### src/rtl/phase_sequencer.sv
// phase_sequencer: runs each enabled processing stage in ascending order with
// a one-cycle start pulse, waits for that stage's done, and routes the active
// stage's memory port to the shared node memory. Supports a per-run skip mask,
// a per-stage watchdog, abort, and a saturating run-length statistic.
module phase_sequencer #(
  parameter int NUM_STAGES = 8,
  parameter int ADDR_W     = 11,
  parameter int DATA_W     = 16,
  parameter int TO_W       = 12,
  parameter int STG_W      = (NUM_STAGES > 1) ? $clog2(NUM_STAGES) : 1
) (
  input  logic                         clock,
  input  logic                         nrst,
  input  logic                         en,
  input  logic                         abort,
  input  logic [NUM_STAGES-1:0]        stage_mask,
  input  logic [TO_W-1:0]              timeout_limit,
  input  logic [NUM_STAGES-1:0]        stage_done,
  input  logic [NUM_STAGES*ADDR_W-1:0] stage_addr,
  input  logic [NUM_STAGES*DATA_W-1:0] stage_wdata,
  input  logic [NUM_STAGES-1:0]        stage_wr_en,
  output logic [NUM_STAGES-1:0]        stage_start,
  output logic [ADDR_W-1:0]            address,
  output logic [DATA_W-1:0]            mem_data_in,
  output logic                         wr_en,
  output logic [STG_W-1:0]             cur_stage,
  output logic                         busy,
  output logic                         done,
  output logic                         error,
  output logic [STG_W-1:0]             err_stage,
  output logic [15:0]                  run_cycles
);

  localparam logic [2:0] S_IDLE   = 3'd0;
  localparam logic [2:0] S_START  = 3'd1;
  localparam logic [2:0] S_WAIT   = 3'd2;
  localparam logic [2:0] S_FINISH = 3'd3;
  localparam logic [2:0] S_ERROR  = 3'd4;

  logic [2:0]            state;
  logic [NUM_STAGES-1:0] mask_q;
  logic [TO_W-1:0]       wdog;
  logic [15:0]           run_cnt;

  logic [STG_W-1:0]      first_idx;
  logic [STG_W-1:0]      next_idx;
  logic                  next_found;
  logic [ADDR_W-1:0]     sel_addr;
  logic [DATA_W-1:0]     sel_wdata;
  logic                  sel_wr;
  logic                  sel_done;

  // Priority encoders: first enabled stage of the incoming mask (used when a
  // run is launched, before mask_q is loaded) and the next enabled stage above
  // the current one in the latched mask.
  always_comb begin
    first_idx  = '0;
    next_idx   = '0;
    next_found = 1'b0;
    for (int j = NUM_STAGES - 1; j >= 0; j--) begin
      if (stage_mask[j]) begin
        first_idx = STG_W'(j);
      end
      if (mask_q[j] && (j > int'(cur_stage))) begin
        next_idx   = STG_W'(j);
        next_found = 1'b1;
      end
    end
  end

  // Select the active stage's memory port and done level.
  always_comb begin
    sel_addr  = '0;
    sel_wdata = '0;
    sel_wr    = 1'b0;
    sel_done  = 1'b0;
    for (int k = 0; k < NUM_STAGES; k++) begin
      if (cur_stage == STG_W'(k)) begin
        sel_addr  = stage_addr[k*ADDR_W +: ADDR_W];
        sel_wdata = stage_wdata[k*DATA_W +: DATA_W];
        sel_wr    = stage_wr_en[k];
        sel_done  = stage_done[k];
      end
    end
  end

  // Output decode: memory port only passes through in WAIT, and an abort
  // cycle never lets a write reach memory.
  always_comb begin
    stage_start = '0;
    for (int k = 0; k < NUM_STAGES; k++) begin
      stage_start[k] = (state == S_START) && (cur_stage == STG_W'(k));
    end
    address     = (state == S_WAIT) ? sel_addr : '0;
    mem_data_in = (state == S_WAIT) ? sel_wdata : '0;
    wr_en       = (state == S_WAIT) && sel_wr && !abort;
    busy        = (state != S_IDLE) && (state != S_ERROR);
    done        = (state == S_FINISH) && !abort;
    error       = (state == S_ERROR);
  end

  // Run control: state sequencing, watchdog, cycle statistics and error capture.
  always_ff @(posedge clock or negedge nrst) begin
    if (!nrst) begin
      state      <= S_IDLE;
      mask_q     <= '0;
      cur_stage  <= '0;
      wdog       <= '0;
      run_cnt    <= '0;
      run_cycles <= '0;
      err_stage  <= '0;
    end else begin
      case (state)
        S_IDLE, S_ERROR: begin
          if (en) begin
            mask_q  <= stage_mask;
            run_cnt <= '0;
            if (stage_mask != '0) begin
              cur_stage <= first_idx;
              state     <= S_START;
            end else begin
              state <= S_FINISH;
            end
          end
        end
        S_START: begin
          if (run_cnt != 16'hFFFF) run_cnt <= run_cnt + 16'd1;
          wdog <= '0;
          if (abort) state <= S_IDLE;
          else       state <= S_WAIT;
        end
        S_WAIT: begin
          if (run_cnt != 16'hFFFF) run_cnt <= run_cnt + 16'd1;
          if (abort) begin
            state <= S_IDLE;
          end else if (sel_done) begin
            if (next_found) begin
              cur_stage <= next_idx;
              state     <= S_START;
            end else begin
              state <= S_FINISH;
            end
          end else begin
            wdog <= wdog + TO_W'(1);
            if ((timeout_limit != '0) && (wdog == timeout_limit - TO_W'(1))) begin
              err_stage <= cur_stage;
              state     <= S_ERROR;
            end
          end
        end
        S_FINISH: begin
          if (!abort) begin
            run_cycles <= (run_cnt == 16'hFFFF) ? 16'hFFFF : run_cnt + 16'd1;
          end
          state <= S_IDLE;
        end
        default: state <= S_IDLE;
      endcase
    end
  end

endmodule

### config.mk
export PLATFORM = sky130hd
export DESIGN_NAME = phase_sequencer
export DESIGN_NICKNAME = d
export VERILOG_FILES = /design/src/rtl/phase_sequencer.sv
export SDC_FILE = /design/constraint.sdc
export NUM_CORES = 1
export LEC_CHECK = 0
export CORE_AREA = 2 2 122 124
export DETAILED_ROUTE_END_ITERATION = 10
export DIE_AREA = 0 0 124 126
export PLACE_DENSITY = 0.82
export RECOVER_POWER = 50
export SLEW_MARGIN = 40
export SYNTH_ARGS = -nofsm -noshare
export SYNTH_HDL_FRONTEND = slang
export SYNTH_SLANG_ARGS = --single-unit
### constraint.sdc
create_clock -name clock -period 2.8 [get_ports clock]
set_input_delay 0.42 -clock clock [delete_from_list [all_inputs] [get_ports clock]]
set_output_delay 0.42 -clock clock [all_outputs]
set_load 0.01 [all_outputs]
# Word level (Yosys, flattened, before mapping)

Index checks and enable logic that the tools add are counted.

Flip-flop bits (word level): 61
Input port bits: 256
Output and inout bits: 61
Word-level logic and storage cells: 157

Add/sub/neg operators: 3
Magnitude comparators: 7
Eq/ne operators: 23
Muxes and demuxes: 77
Bitwise logic cells: 2
Reduce and logical (&&, ||, !) cells: 38

Operator list:

| kind                  | number |
|---|---|
| $mux 16               | 12 |
| $mux 11               | 9 |
| $mux 3                | 24 |
| $pmux 16 s2           | 1 |
| $mux 12               | 2 |
| $pmux 12 s2           | 1 |
| $mux 1                | 23 |
| $logic_and 1x1->1     | 20 |
| $add 16x1->16 const B | 1 |
| $eq 16x16->1 const B  | 1 |
| $ne 16x16->1 const B  | 1 |
| $eq 3x3->1 const B    | 5 |
| $add 12x1->12 const B | 1 |
| $eq 12x12->1          | 1 |
| $eq 3x2->1 const B    | 4 |
| $gt 3x3->1 const A    | 4 |
| $ne 2x2->1 const B    | 6 |
| $reduce_bool 12->1    | 1 |
| $sub 12x1->12 const B | 1 |
| $pmux 3 s3            | 1 |
| $reduce_bool 8->1     | 1 |
| $eq 3x1->1 const B    | 2 |
| $gt 2x3->1 const A    | 2 |
| $logic_not 3->1       | 2 |
| other kinds (15)      | 24 |

# Longest topological paths before layout

Depth after elaboration: 13
Gate-level depth with buffers: 10
Gate-level depth less buffers: 8

# Worst setup path before layout

OpenSTA, ideal clock, no wires.

Kind: input-to-reg
Start point: input timeout_limit[0]
End point: register err_stage[0]
Arrival: 2.467 ns
Required time: 2.675 ns
Path slack: 0.208 ns
Stages on the path: 10
Buffers on the path: 2
Path through: clkbuf_1 > inv_1 > ha_1 > clkbuf_1 > nand2b_1 > o211a_1 > o31ai_1 > nand4_1 > nor4_4 > mux2_2

Cells in the longest elaborated chain, start to end: 4

Ends and longest elaborated chain:

| element                      | RTL line | source |
|---|---|---|
| start, declared              | 17       | `input logic [TO_W-1:0] timeout_limit,` |
| $sub 12x1->12                | 145      | `if ((timeout_limit != '0) && (wdog == timeout_limit - TO_W'(1))) begin` |
| $eq 12x12->1                 | 145      |  |
| $logic_and 1x1->1 *          | 145      |  |
| $reduce_and 4->1 (no line) * | --       |  |
| end signal, assigned         | 146      | `err_stage <= cur_stage;` |
| end, declared                | 30       | `output logic [STG_W-1:0] err_stage,` |

Every way passes the cells marked *; elsewhere a longest branch is shown, timed or not.
A chain may end at the register's enable or synchronous reset.

# Worst setup path after layout

Start point: register cur_stage[0]
End point: output mem_data_in[14]

Cells in the longest elaborated chain, start to end: 10

Ends and longest elaborated chain:

| element                | RTL line | source |
|---|---|---|
| start, declared        | 26       | `output logic [STG_W-1:0] cur_stage,` |
| start signal, assigned | 119      | `cur_stage <= first_idx;` |
| start signal, assigned | 138      | `cur_stage <= next_idx;` |
| $logic_not 3->1        | 78       | `if (cur_stage == STG_W'(k)) begin` |
| $mux 16 (7 in a row)   | 78       |  |
| $mux 16 *              | 78       |  |
| $mux 16 *              | 95       | `mem_data_in = (state == S_WAIT) ? sel_wdata : '0;` |
| end, declared          | 24       | `output logic [DATA_W-1:0] mem_data_in,` |

Marks and branches as above.

==> metrics.txt <==
status=finished with violations; failing checks=negative setup slack; synthesized area=5590 um2; Synth top area share=26.9%; post-route ant nets=0; DRT iter0 DRCs=a little over 500; post-DP HPWL=19600 um; CP endpoint kind=output port; Synth area leaders=dfrtp_1, mux4_2, a21oi_1, mux2_2, nor2_1; Reg area=1510 um2; Num CTS Buffers=9; Max clock buf depth=2; RePlAce Congestion=just over 0.9; fmax=~360 MHz; Final setup viols=1; DR WL met2=around 12000 um; Via density=between 5 and 6; largest net degree at the start of global routing=about 60; main flop type after synthesis=dfrtp_1; top cell types by occurrence after synthesis=nor2_1, a21oi_1, dfrtp_1; CTS root buffer=clkbuf_16; Skew-Pair Late Insertion Delay=0.33 ns; Pwr per Cell Area=around 650 nW/um2; Post-synth EDFFs=0; CP delay by family, top=buffers and inverters; die area=15600 um2; Clk pin slew, worst setup/hold paths=around 0.050 ns; worst path cell trace=bufbuf_16 > mux4_2 > mux2i_1 > nor2_1 > clkdlybuf4s50_1; Ports=between 300 and 400; post-route cell area=between 9000 and 10000 um2; Final Util=around 67%; vias in the first global route=~6600; CTS tree=done; relative slew slack=~1.2%; Final Total Pwr=a little over 6000 uW; dpl cell area=9130 um2; most common cell in the netlist=nor2_1; Async S/R FF share, synth=100%; Ys Warns=0; height of the die=between 100 and 150 um; Layout Nets=1248; area occupied by multi-input gates=3850 um2; Post-Synthesis Cells=~660; Worst EP arrival=about 2.4 ns; fraction of final layout cells sized beyond drive strength 1=between 10 and 15%; site row count=44; clk_skew=0.00399 ns; Max stage delay cell, worst path=dfrtp_4; first-pass GRT wire length=36000 um; WL final=24500 um; via count=6672; leakage=0.00399 uW; max cap viols=0; pre-CTS setup slack=-0.0899 ns; cell accounting for the most synthesized area=dfrtp_1; CP max FO=10; count of cell types in the netlist=52; Worst Path Buf+Inv=2; Mapped Avg Cell Area=around 8.4 um2; critical path type=reg2out; Final Cycle Share=100%; worst stage delay on the critical path=0.52 ns; Clock Sinks=60; Critical Path Source Type=flop; H-tree depth=3; FILL cells=about 1200; routed length per placed instance=about 21 um; Synth Register Bits=60; Seq/Total Area, Yosys=about 27%; CP required=between 2 and 2.5 ns; DRC viols=0; Top Layer Used=met5; antenna violations before repair=3; Post-CTS Hold Buffers=0; RSZ-0062 raised after global routing=yes; die width=roughly 120 um; GR Util All Layers=30.5%; Metal-1 WL=about 9400 um; Final Critical Period=2.81 ns; First-pass DRT Iterations=5; core area=~14000 um2; final hold viol count=0; IO buf count=around 320; Syn Nets=between 900 and 1000; Layout area overhead=70.6%; Max Slew Vio Count=0; met3 WL post-DR=around 2800 um; Hold Crit Class=reg2reg; Starting Density=39.0%; hold_ws=roughly 0.5 ns; GRT Residual Overflow=0; PnR worst setup slack=-0.00672 ns; worst-margin pin slew=~1.5 ns; VDD IR max=slightly below 0.0004 V
-- layout make-up --
class	instances	share of cell area, %
multi-input combinational	541	40.4
timing repair buffer	364	37.6
sequential	60	15.8
clock inverter	4	0.499
antenna	3	0.0788
clock buffer	12	2.69
inverter	12	0.473
tap	184	2.42
-- flip-flops by register name (all words and copies together), names as in the netlist --
name / count
mask_q: 7
run_cnt: 16
run_cycles: 16
state: 3
wdog: 12
err_stage: 3
cur_stage: 3
-- cell usage in the layout, fill, tap and decap left out, types with 10 or more instances in the layout --
master / instances
dlygate4sd3_1: 19
xnor2_1: 15
mux2_2: 34
dlygate4sd2_1: 15
nand2b_1: 11
a21o_1: 10
nand3_1: 17
buf_4: 38
nor3_1: 11
inv_1: 12
a22oi_1: 27
dfrtp_1: 57
mux2i_1: 13
mux4_2: 29
o21ai_0: 30
a21oi_1: 80
clkdlybuf4s50_1: 272
nor2_1: 101
nand2_1: 38
xor2_1: 15
-- logic make-up after synthesis --
| logic type | after synthesis | synth area share, % |
|---|---|---|
| AND/OR/NAND/NOR | 240 | 21.2 |
| adder cells (fa/ha/maj) | 4 | 0.896 |
| flip-flops | 60 | 26.9 |
| buffers and inverters | 63 | 4.61 |
| multiplexers | 76 | 20.9 |
| AO/OA/AOI/OAI | 191 | 20.9 |
| XOR/XNOR | 30 | 4.70 |
-- per-stage QoR --
| stage | TNS [ns] | cells |
|---|---|---|
| finish | -0.00672 | 1180 |
| detailed placement | -0.300 | 1155 |
| global route | -0.306 | 1177 |
| floorplan | 0 | 664 |
| CTS | -0.223 | 1173 |
| global placement | -0.125 | 1155 |
-- final timing paths --
check / slack, ns / startpoint / cells past startpoint / end
worst max-delay path: -0.007 / cur_stage[0] / 5 / mem_data_in[14]
worst min-delay path: 0.50 / err_stage[1] / 1 / err_stage[1]
worst max register to register: 0.23 / cur_stage[0] / 7 / err_stage[2]
worst min register to register: 0.50 / err_stage[1] / 1 / err_stage[1]
max in group asynchronous: 1.18 / nrst / 2 / cur_stage[0]
min in group asynchronous: 0.55 / nrst / 2 / run_cycles[1]
-- layer usage --
layer  track usage (%)  up-vias
met5                 0        -
met4              8.99        4
met3              10.2       58
met2              50.2      372
met1              37.7     3133
li1                  -     3105
-- where the power goes --
group	internal (uW)	switching, uW	leakage, uW	total [uW]
combinational	1960	1780	0.00305	3730
sequential	1080	217	0.000784	1300
clock	733	383	0.000149	1120
-- repair_timing --
item | 4_1_cts | 5_1_grt
setup buffers | 1 | 4
setup endpoints to repair | 24 | 13
resized for setup | 20 | 11
gates cloned | 1 | 0
Power figures use the tool's default switching activity.
==> variant (same settings) <==
Set the parameter `TO_W` to 6 (it was 12).
--- a/src/rtl/phase_sequencer.sv
+++ b/src/rtl/phase_sequencer.sv
@@ -7,5 +7,5 @@
   parameter int ADDR_W     = 11,
   parameter int DATA_W     = 16,
-  parameter int TO_W       = 12,
+  parameter int TO_W       = 6,
   parameter int STG_W      = (NUM_STAGES > 1) ? $clog2(NUM_STAGES) : 1
 ) (
Ports: changed (resized timeout_limit); port bits go from 317 to 311. The function was not compared with the original's and may differ.
==> variant against the unedited design <==
- utilization shrank 4.0 points
- the flow still finishes with violations (setup timing)
- area after synthesis fell by 10%
- power increased by 12%
- clock power decreased by 44%
- routed wire length fell by 4.3%
- cell area is 6.1% lower
- sequential cell count fell by 6
- setup slack lost 0.020 ns
==> variant: results (changes against the unedited design) <==
The top fanout value on the critical path is 17 (+7), and the overall fraction of global-route tracks in use is 28.4% (-2.0 points). The post-synthesis sequential area ratio was 26.9% (about the same); the internal reg-to-reg setup slack was 0.35 ns (+0.12 ns). The highest layer touched by signal routing is met5. The run gives 9.53 mm (+1.5%) as the routed metal-1 wirelength. The tools report the number of nets in the finished design as 1125 (-9.9%). Average vias per placed instance: 5.67 (+0.35%). The largest registers in the layout are run_cnt (16), run_cycles (16), mask_q (7). The layout cell share with drive strength beyond 1 works out to 14.2% (-0.096 points).

The clock-pin slew on the worst setup and hold paths is 0.07 ns (+0.02 ns), and the largest stage delay on the critical path is 0.56 ns (+0.04 ns). The tools report the worst reg2reg path startpoint as cur_stage[1]$_DFFE_PN0P_. Actual slew at the worst max-slew pin: 1.14 ns (-0.339 ns).

The total of endpoints with negative setup slack in the final report came out at 2 (+1). The run gives 5 (-4) as the number of buffers added by the clock tree synthesis step. The run gives 0.948 (+2.8%) as the final weighted congestion in routability-driven placement.

The run finished, with violations left. The run gives 5769 (-12%) as the via count of the first global-routing pass. The logs give 3.71 nW (-6.8%) for the leakage power and 10.7 mm (-6.9%) for the routed length on met2. The tools report the number of antenna violations at the first check in global routing as 9 (+6). The total negative slack for setup checks is -0.0284 ns (-0.0217 ns), and the maximum VDD drop is 0.000390 V (+0.96%). The total nets after synthesis came out at 810 (-12%). The final reports fail on setup timing.

After synthesis, the most frequently instantiated cells are 59 x nor2_1, 54 x dfrtp_1, 47 x a21oi_1. By area the synthesized netlist is led by dfrtp_1 27%, mux4_2 13%, mux2i_1 7.6%. Port buffer count: 310 (-1.9%).

The total count of max-transition violations in the final report is 0 (unchanged), and the data arrival at the endpoint of the critical path is 2.41 ns (+0.02 ns). For the setup slack of the critical path after layout, the log shows -0.0265 ns (-0.0197 ns). The worst hold path class is in2async. The tools report the final HPWL from detailed placement as 18.7 mm (-4.5%). The logs give 537 (+4.9%) for the number of DRC markers after the initial detailed-route iteration and 1188 (+0.34%) for the number of inserted filler cells in the final layout.

The tools report the worst-case hold slack as 0.298 ns (-0.201 ns). For this design, the slowest cell found on the critical path is clkdlybuf4s50_1. Wire length of the first global-routing pass: 33.2 mm (-7.7%). The gate count after technology mapping was 557 (-16%); the number of distinct standard cells referenced by the synthesized netlist was 59 (+13%). The met3 routed wirelength came out at 2.38 mm (-15%). The pin count of the biggest net entering global routing is 41 (-33%), and the detail-routed net length per standard cell is 22.1 um (+6.2%).

The logs give 0.00856 ns (+0.00456 ns) for the setup clock skew after layout and 0.29 ns (-0.04 ns) for the insertion delay to the later sink of the worst-skew pair. For the CTS H-tree depth, the log shows 2 (-1). The capturing point of the worst reg2reg path is wdog[3]$_DFFE_PN0P_.

The cell area after placement is 0.00853 mm2 (-6.5%).
-- variant: area by class of cell --
| cell class | count | share of cell area [%] |
|---|---|---|
| clock inverters | 3 | 0.280 |
| repair buffers | 360 | 40.6 |
| inverters | 11 | 0.461 |
| flip-flops and latches | 54 | 15.2 |
| multi-input cells | 440 | 39.3 |
| well taps | 184 | 2.57 |
| diodes | 7 | 0.196 |
| clock buffers | 5 | 1.40 |
-- variant: through the flow --
| stage | worst slack, ns | std cells | util, % |
|---|---|---|---|
| floorplan | 0.208 | 557 | - |
| global placement | 0.0556 | 1039 | 59.6 |
| detailed placement | 0.0415 | 1039 | 59.6 |
| CTS | 0.00664 | 1054 | 61.4 |
| global route | -0.130 | 1061 | 62.5 |
| finish | -0.0265 | 1064 | 62.5 |
-- variant: cell families after synthesis --
family / Yosys count / share of synthesized area [%]
AO/OA/AOI/OAI: 181 / 25.3
AND/OR/NAND/NOR: 158 / 15.6
multiplexers: 79 / 23.3
buffers and inverters: 63 / 4.91
flip-flops: 54 / 26.9
XOR/XNOR: 19 / 3.31
adder cells (fa/ha/maj): 3 / 0.747
-- variant: worst max-delay path, delay by kind of cell (launching register included) --
family,cells,cell delay [ns]
AO/OA/AOI/OAI,2,0.37
AND/OR/NAND/NOR,1,0.15
multiplexers,1,0.13
flip-flops,1,0.53
buffers and inverters,3,0.93
-- variant: per-layer routing --
metal / vias up / track usage, %
li1: 2799 / -
met1: 2868 / 37.3
met2: 323 / 44.5
met3: 43 / 7.88
met4: 4 / 10.8
met5: - / 0
-- variant: worst max path at each step --
stage,startpoint,end,slack [ns],depth (start not counted)
after floorplan,cur_stage[1]$_DFFE_PN0P_,mem_data_in[7],0.21,7
after global placement,cur_stage[0]$_DFFE_PN0P_,address[6],0.06,5
after detailed placement,cur_stage[0]$_DFFE_PN0P_,address[5],0.04,5
after CTS,cur_stage[1]$_DFFE_PN0P_,address[0],0.007,6
after global routing,cur_stage[1]$_DFFE_PN0P_,address[6],-0.13,7
final,cur_stage[1]$_DFFE_PN0P_,address[6],-0.03,7
-- variant: where the power goes --
part / internal, mW / switching [mW] / total (mW)
logic: 2.56 / 2.37 / 4.93
clock network: 0.337 / 0.287 / 0.624
registers: 1.05 / 0.289 / 1.34
-- variant: repair_timing --
item	CTS	global route
gates resized for setup	19	25
pin swaps	1	1
buffers inserted	7	1
hold buffers	0	0
setup endpoints to repair	28	17
cloned	0	2
